**config.mk**
```make
export PLATFORM = sky130hd
export DESIGN_NAME = hazard_flush_unit
export DESIGN_NICKNAME = d
export VERILOG_FILES = /design/src/rtl/hazard_flush_unit.sv
export SDC_FILE = /design/constraint.sdc
export NUM_CORES = 1
export LEC_CHECK = 0
export CORE_AREA = 3 3 67 93
export CTS_CLUSTER_DIAMETER = 30
export DETAILED_ROUTE_END_ITERATION = 16
export DIE_AREA = 0 0 70 96
export GPL_TIMING_DRIVEN = 0
export PLACE_DENSITY = 0.7
export SLEW_MARGIN = 10
export SYNTH_ARGS = -nofsm -noshare
export SYNTH_HDL_FRONTEND = slang
export SYNTH_SLANG_ARGS = --single-unit
export TNS_END_PERCENT = 5
```
**constraint.sdc**
```tcl
create_clock -name clk -period 2.73 [get_ports clk]
set_input_delay 0.4095 -clock clk [delete_from_list [all_inputs] [get_ports clk]]
set_output_delay 0.4095 -clock clk [all_outputs]
set_load 0.05 [all_outputs]
```
**src/rtl/hazard_flush_unit.sv**
```systemverilog
// Pipeline hazard controller: load-use stalls, taken-branch flushes and a multi-cycle EX hold FSM,
// plus saturating stall/flush event counters for performance debug.
module hazard_flush_unit #(
   parameter int unsigned MUL_CYCLES = 4,
   parameter int unsigned CNT_W      = 16
) (
   input  logic             clk,
   input  logic             reset_n,
   input  logic [4:0]       IF_ID_Rs,
   input  logic [4:0]       IF_ID_Rt,
   input  logic             ID_uses_rt,
   input  logic             ID_EX_MemRead,
   input  logic [4:0]       ID_EX_Rt,
   input  logic             EX_branch_taken,
   input  logic             EX_mul_start,
   input  logic             clr_counters,
   output logic             PC_write,
   output logic             IF_ID_write,
   output logic             flush_IF_ID,
   output logic             flush_ID_EX,
   output logic             EX_hold,
   output logic             mul_done,
   output logic [CNT_W-1:0] stall_count,
   output logic [CNT_W-1:0] flush_count
);

   typedef enum logic [1:0] {
      StRun     = 2'd0,
      StMulBusy = 2'd1
   } state_e;

   localparam logic [3:0]       BusyInit = 4'(MUL_CYCLES - 1);
   localparam logic [CNT_W-1:0] CntOne   = CNT_W'(1);
   localparam logic [CNT_W-1:0] CntMax   = '1;

   state_e           state_q, state_d;
   logic [3:0]       busy_q, busy_d;
   logic             mul_done_q, mul_done_d;
   logic [CNT_W-1:0] stall_q, stall_d;
   logic [CNT_W-1:0] flush_q, flush_d;
   logic             load_use;
   logic             stall_inc, flush_inc;

   assign load_use = ID_EX_MemRead && (ID_EX_Rt != 5'd0) &&
                     ((ID_EX_Rt == IF_ID_Rs) || (ID_uses_rt && (ID_EX_Rt == IF_ID_Rt)));

   // State register
   always_ff @(posedge clk or negedge reset_n) begin
      if (!reset_n) begin
         state_q    <= StRun;
         busy_q     <= 4'd0;
         mul_done_q <= 1'b0;
         stall_q    <= '0;
         flush_q    <= '0;
      end else begin
         state_q    <= state_d;
         busy_q     <= busy_d;
         mul_done_q <= mul_done_d;
         stall_q    <= stall_d;
         flush_q    <= flush_d;
      end
   end

   // Next-state and event generation
   always_comb begin
      state_d    = state_q;
      busy_d     = busy_q;
      mul_done_d = 1'b0;
      stall_inc  = 1'b0;
      flush_inc  = 1'b0;
      case (state_q)
         StRun: begin
            // Branch outranks everything: the younger mul/load-use are wrong-path
            if (EX_branch_taken) begin
               flush_inc = 1'b1;
            end else if (EX_mul_start) begin
               stall_inc = 1'b1;
               busy_d    = BusyInit;
               state_d   = StMulBusy;
            end else if (load_use) begin
               stall_inc = 1'b1;
            end
         end
         StMulBusy: begin
            stall_inc = 1'b1;
            if (busy_q == 4'd1) begin
               state_d    = StRun;
               busy_d     = 4'd0;
               mul_done_d = 1'b1;
            end else begin
               busy_d = busy_q - 4'd1;
            end
         end
         default: begin
            state_d = StRun;
            busy_d  = 4'd0;
         end
      endcase

      if (clr_counters) begin
         stall_d = '0;
         flush_d = '0;
      end else begin
         stall_d = (stall_inc && (stall_q != CntMax)) ? stall_q + CntOne : stall_q;
         flush_d = (flush_inc && (flush_q != CntMax)) ? flush_q + CntOne : flush_q;
      end
   end

   // Control outputs
   always_comb begin
      PC_write    = 1'b1;
      IF_ID_write = 1'b1;
      flush_IF_ID = 1'b0;
      flush_ID_EX = 1'b0;
      EX_hold     = 1'b0;
      case (state_q)
         StRun: begin
            if (EX_branch_taken) begin
               flush_IF_ID = 1'b1;
               flush_ID_EX = 1'b1;
            end else if (EX_mul_start) begin
               PC_write    = 1'b0;
               IF_ID_write = 1'b0;
               EX_hold     = 1'b1;
            end else if (load_use) begin
               PC_write    = 1'b0;
               IF_ID_write = 1'b0;
               flush_ID_EX = 1'b1;
            end
         end
         StMulBusy: begin
            PC_write    = 1'b0;
            IF_ID_write = 1'b0;
            EX_hold     = 1'b1;
         end
         default: ;
      endcase
   end

   assign mul_done    = mul_done_q;
   assign stall_count = stall_q;
   assign flush_count = flush_q;

endmodule

```
==> results.md <==
Outcome:
- The flow ran to the end, and the final reports show no timing, DRC or antenna violations.

Power and ir drop:
- The static leakage power is 1.232 nW.
- The total power consumption of the routed design is 1.785 mW.
- The switching part of the total power is 37.21%.
- For this design the ratio of total power to cell area is 573.4 nW/µm².
- Across the VDD grid, the largest voltage drop is 424.5 µV.
- The clock network is responsible for 25.4% of the overall power.
- Sequential cells account for 37.3% of the total power.
- The internal power of the cells is 1.121 mW.
- The combinational power share is 37.4%.
- The analysis attributes to net switching a power of 0.6642 mW.

Global route:
- The first global-routing pass estimated 9252 µm of wire.
- The overall fraction of global-route tracks in use is 17.07%.
- Entering global routing, the biggest net connects 31 pins.
- Global routing finished with a remaining overflow of 0.
- The via count of the first global-routing pass is 2030.
- The initial antenna violation count is 0.

Final layout:
- Registers take 950.9 µm².
- The post-route netlist has 11.99% of its cells at a drive strength greater than 1.
- Counting the fill cells in the layout gives 518.
- At the end of the flow, the number of nets in the layout was 342.
- Cells fill 56.34% of the core in the end.
- The most common library cell in the layout ignoring fill and taps is sky130_fd_sc_hd__clkdlybuf4s50_1.
- The number of inserted diodes is 0.
- Once layout is complete, the cells apart from fillers number 385.
- In the final layout, the multi-input gates occupy 1260 µm².
- Compared with the post-synthesis result, the final layout area differs by 34.49%.
- In the layout the commonest cells are sky130_fd_sc_hd__clkdlybuf4s50_1, sky130_fd_sc_hd__dfrtp_1, sky130_fd_sc_hd__nor2_1.

Hold path:
- Counting instances, the worst hold path has a depth of 1.
- The min-delay analysis places its worst path in the category flop to flop.

Floorplan:
- The vertical die dimension is 96 µm.
- The initialized floorplan defines 32 standard-cell rows.
- The die area is 6720 µm².
- During I/O placement, the number of pins put on the boundary was 60.
- The die is 70 µm wide.
- The standard cell core area is 5525 µm².
- The initial core utilization is 41.89%.

Placed design:
- The post-placement worst setup slack is -0.4071 ns.
- The number of cells after detailed placement is 376.
- The final weighted congestion of routability-driven global placement is 0.7975.
- The port buffer count is 59.
- The wire-length estimate of the detail-placed layout is 4138 µm.

Logic synthesis:
- The post-synth design cell area is 2315 µm².
- The instance count of the mapped netlist is 248.
- Summing the sequential cell areas from Yosys gives 41.08% of the chip area.
- The total number of yosys warnings is 0.
- The synthesized design contains 38 register bits.
- After synthesis, the netlist uses 42 different library cells.
- The post-synthesis area per instance is 9.334 µm².
- The most used flip-flop cell after synthesis is sky130_fd_sc_hd__dfrtp_1.
- The number of synthesized flops with an enable pin is 0.
- Synthesis produced a netlist with a net count of 274.
- The share of synthesized flip-flops with an asynchronous set or reset is 100.0%.

Clocking:
- The TritonCTS clock tree is built.
- The cell at the root of the clock tree is sky130_fd_sc_hd__clkbuf_8.
- In this run the deepest clock path goes through 2 buffers.
- The TritonCTS buffer count is 5.
- The depth of the CTS H-tree is 2.
- The number of clock sinks is 38.
- After clock tree synthesis, the setup repair step added 0 buffers.
- For the worst-skew pair, the clock arrives at the later sink with an insertion delay of 0.29 ns.
- The clock input transition at the sequential cells of the worst setup and hold paths is 0.07 ns.

Worst setup path:
- At the worst endpoint, the arrival time is 2.17 ns.
- STA classifies the critical path endpoint as an output port.
- The required arrival time at the worst endpoint is 2.32 ns.
- Measured in cells, the most critical reg-to-reg path has a length of 8.
- In this run the worst path has a maximum fanout of 4.
- STA classifies the critical path startpoint as a primary input.
- The internal reg-to-reg setup slack is 0.53 ns.
- The kind of critical path is primary input to output port.

STA:
- Setup repair after global routing left no endpoint under its margin.
- The share of the cycle needed by the critical path after routing is 94.54%.
- The max-slew violation total from the final report is 0.
- Setup violations remaining at the end of the flow were counted as 0.
- Derived from the worst setup path, the maximum achievable clock frequency is 0.3875 GHz.
- The final setup TNS is 0 ns.
- The clock period minus final worst setup slack is 2.581 ns.
- Measured against its own limit, the worst slew margin works out to 63.97%.
- Clock skew on the completed layout was measured at 0.005632 ns.
- The least setup slack across all paths after layout is 0.1491 ns.
- The final hold violation count is 0.
- At the pin with the least slew margin, the transition time is 0.5386 ns.

Drt:
- The post-detailed-route count of antenna-violating nets is 0.
- For this block, the initial DRC count from the detailed router was 70.
- Across all layers, the routed design uses 2073 vias.
- Before antenna repair, the detailed router went through 4 iterations.
- After detailed routing, the number of remaining DRC violations is 0.
- The final wirelength is 5481 µm.
- Dividing the detail-routed wire length by the instance count gives 14.24 µm.
- The per-cell via count in the routed design is 5.384.

Job:
- The count of max-cap constraint violations is 0.
[cells in the mapped netlist, types with 5 or more instances]
master / instances / area share, %
sky130_fd_sc_hd__nor3_1: 8 / 1.7
sky130_fd_sc_hd__xor2_1: 10 / 3.8
sky130_fd_sc_hd__a21oi_1: 12 / 2.6
sky130_fd_sc_hd__nor4_1: 13 / 3.5
sky130_fd_sc_hd__dfrtp_1: 38 / 41
sky130_fd_sc_hd__nand2_1: 13 / 2.1
sky130_fd_sc_hd__nor2b_1: 9 / 2.4
sky130_fd_sc_hd__nor2_1: 28 / 4.5
sky130_fd_sc_hd__o31ai_1: 5 / 1.6
sky130_fd_sc_hd__inv_1: 8 / 1.3
sky130_fd_sc_hd__or3_1: 5 / 1.4
sky130_fd_sc_hd__mux2_2: 6 / 2.9
sky130_fd_sc_hd__o21ai_0: 8 / 1.7
sky130_fd_sc_hd__nand3_1: 16 / 3.5
sky130_fd_sc_hd__xnor2_1: 12 / 4.5
sky130_fd_sc_hd__buf_2: 5 / 1.1
[registers in the layout, summed over array words and instances, names as in the netlist]
register and cells:
mul_done 1, flush_count 16, state_q 1, busy_q 4
stall_count 16
[power by group through the flow]
stage | Clock, mW | Sequential (mW) | Combinational, mW
final | 0.453 | 0.665 | 0.667
after detailed placement | 0 | 0.675 | 0.682
after global placement | 0 | 0.673 | 0.669
after floorplan | 0 | 0.747 | 0.391
after CTS | 0.468 | 0.665 | 0.677
after global routing | 0.496 | 0.676 | 0.725
[cell type report]
| class | count | share of cell area [%] |
|---|---|---|
| Multi-Input combinational cell | 189 | 40.47 |
| Inverter | 8 | 0.9646 |
| Timing Repair Buffer | 61 | 19.37 |
| Sequential cell | 38 | 30.55 |
| Tap cell | 68 | 2.733 |
| Clock buffer | 8 | 3.537 |
| Buffer | 13 | 2.371 |
[metal layers]
metal | global-route usage (%) | up-vias | wire (µm)
met2 | 30.52 | 31 | 2886
met1 | 19.83 | 1007 | 2339
met4 | 7.188 | 0 | 96
li1 | - | 1027 | -
met5 | 0 | - | 0
met3 | 3.553 | 8 | 158
[critical path, stage by stage]
cell	delay [ns]
sky130_fd_sc_hd__clkdlybuf4s50_1	0.49
sky130_fd_sc_hd__xor2_1	0.20
sky130_fd_sc_hd__nor4_2	0.37
sky130_fd_sc_hd__a22oi_1	0.15
sky130_fd_sc_hd__o31ai_1	0.24
sky130_fd_sc_hd__buf_2	0.30
[logic make-up (layout without fill, tap and decap cells)]
logic type | count (synthesis) | after routing | synth area share (%)
AOI/OAI and AO/OA | 34 | 34 | 10.92
and+or+nand+nor | 119 | 119 | 28.27
buffers and inverters | 21 | 90 | 4.486
DFF | 38 | 38 | 41.08
adders and majority gates | 4 | 4 | 2.162
muxes | 10 | 10 | 4.757
xor gates and xnor gates | 22 | 22 | 8.324
[repair_timing]
| item | CTS | global route |
|---|---|---|
| setup endpoints to repair | 3 | 2 |
| hold buffers | 1 | 0 |
| hold endpoints to repair | 8 | 0 |
| resized for setup | 7 | 4 |
[stage by stage]
stage,cell area [µm²],hold WS [ns]
2_1_floorplan,2315,0.1139
6_report,3113,0.4486
5_1_grt,3113,0.4827
3_3_place_gp,2990,0.4286
3_5_place_dp,3005,0.2951
4_1_cts,3123,0.4473
[worst paths after layout]
| kind | start | to |
|---|---|---|
| worst max register to register | stall_count[0] | stall_count[7] |
| worst min register to register | busy_q[3] | mul_done |
| max in group asynchronous | reset_n | state_q[0] |
| min in group asynchronous | reset_n | flush_count[5] |
| worst min-delay path | busy_q[3] | mul_done |
| worst max-delay path | ID_EX_Rt[4] | flush_ID_EX |
Note: power is estimated with default switching activity, not from simulation.
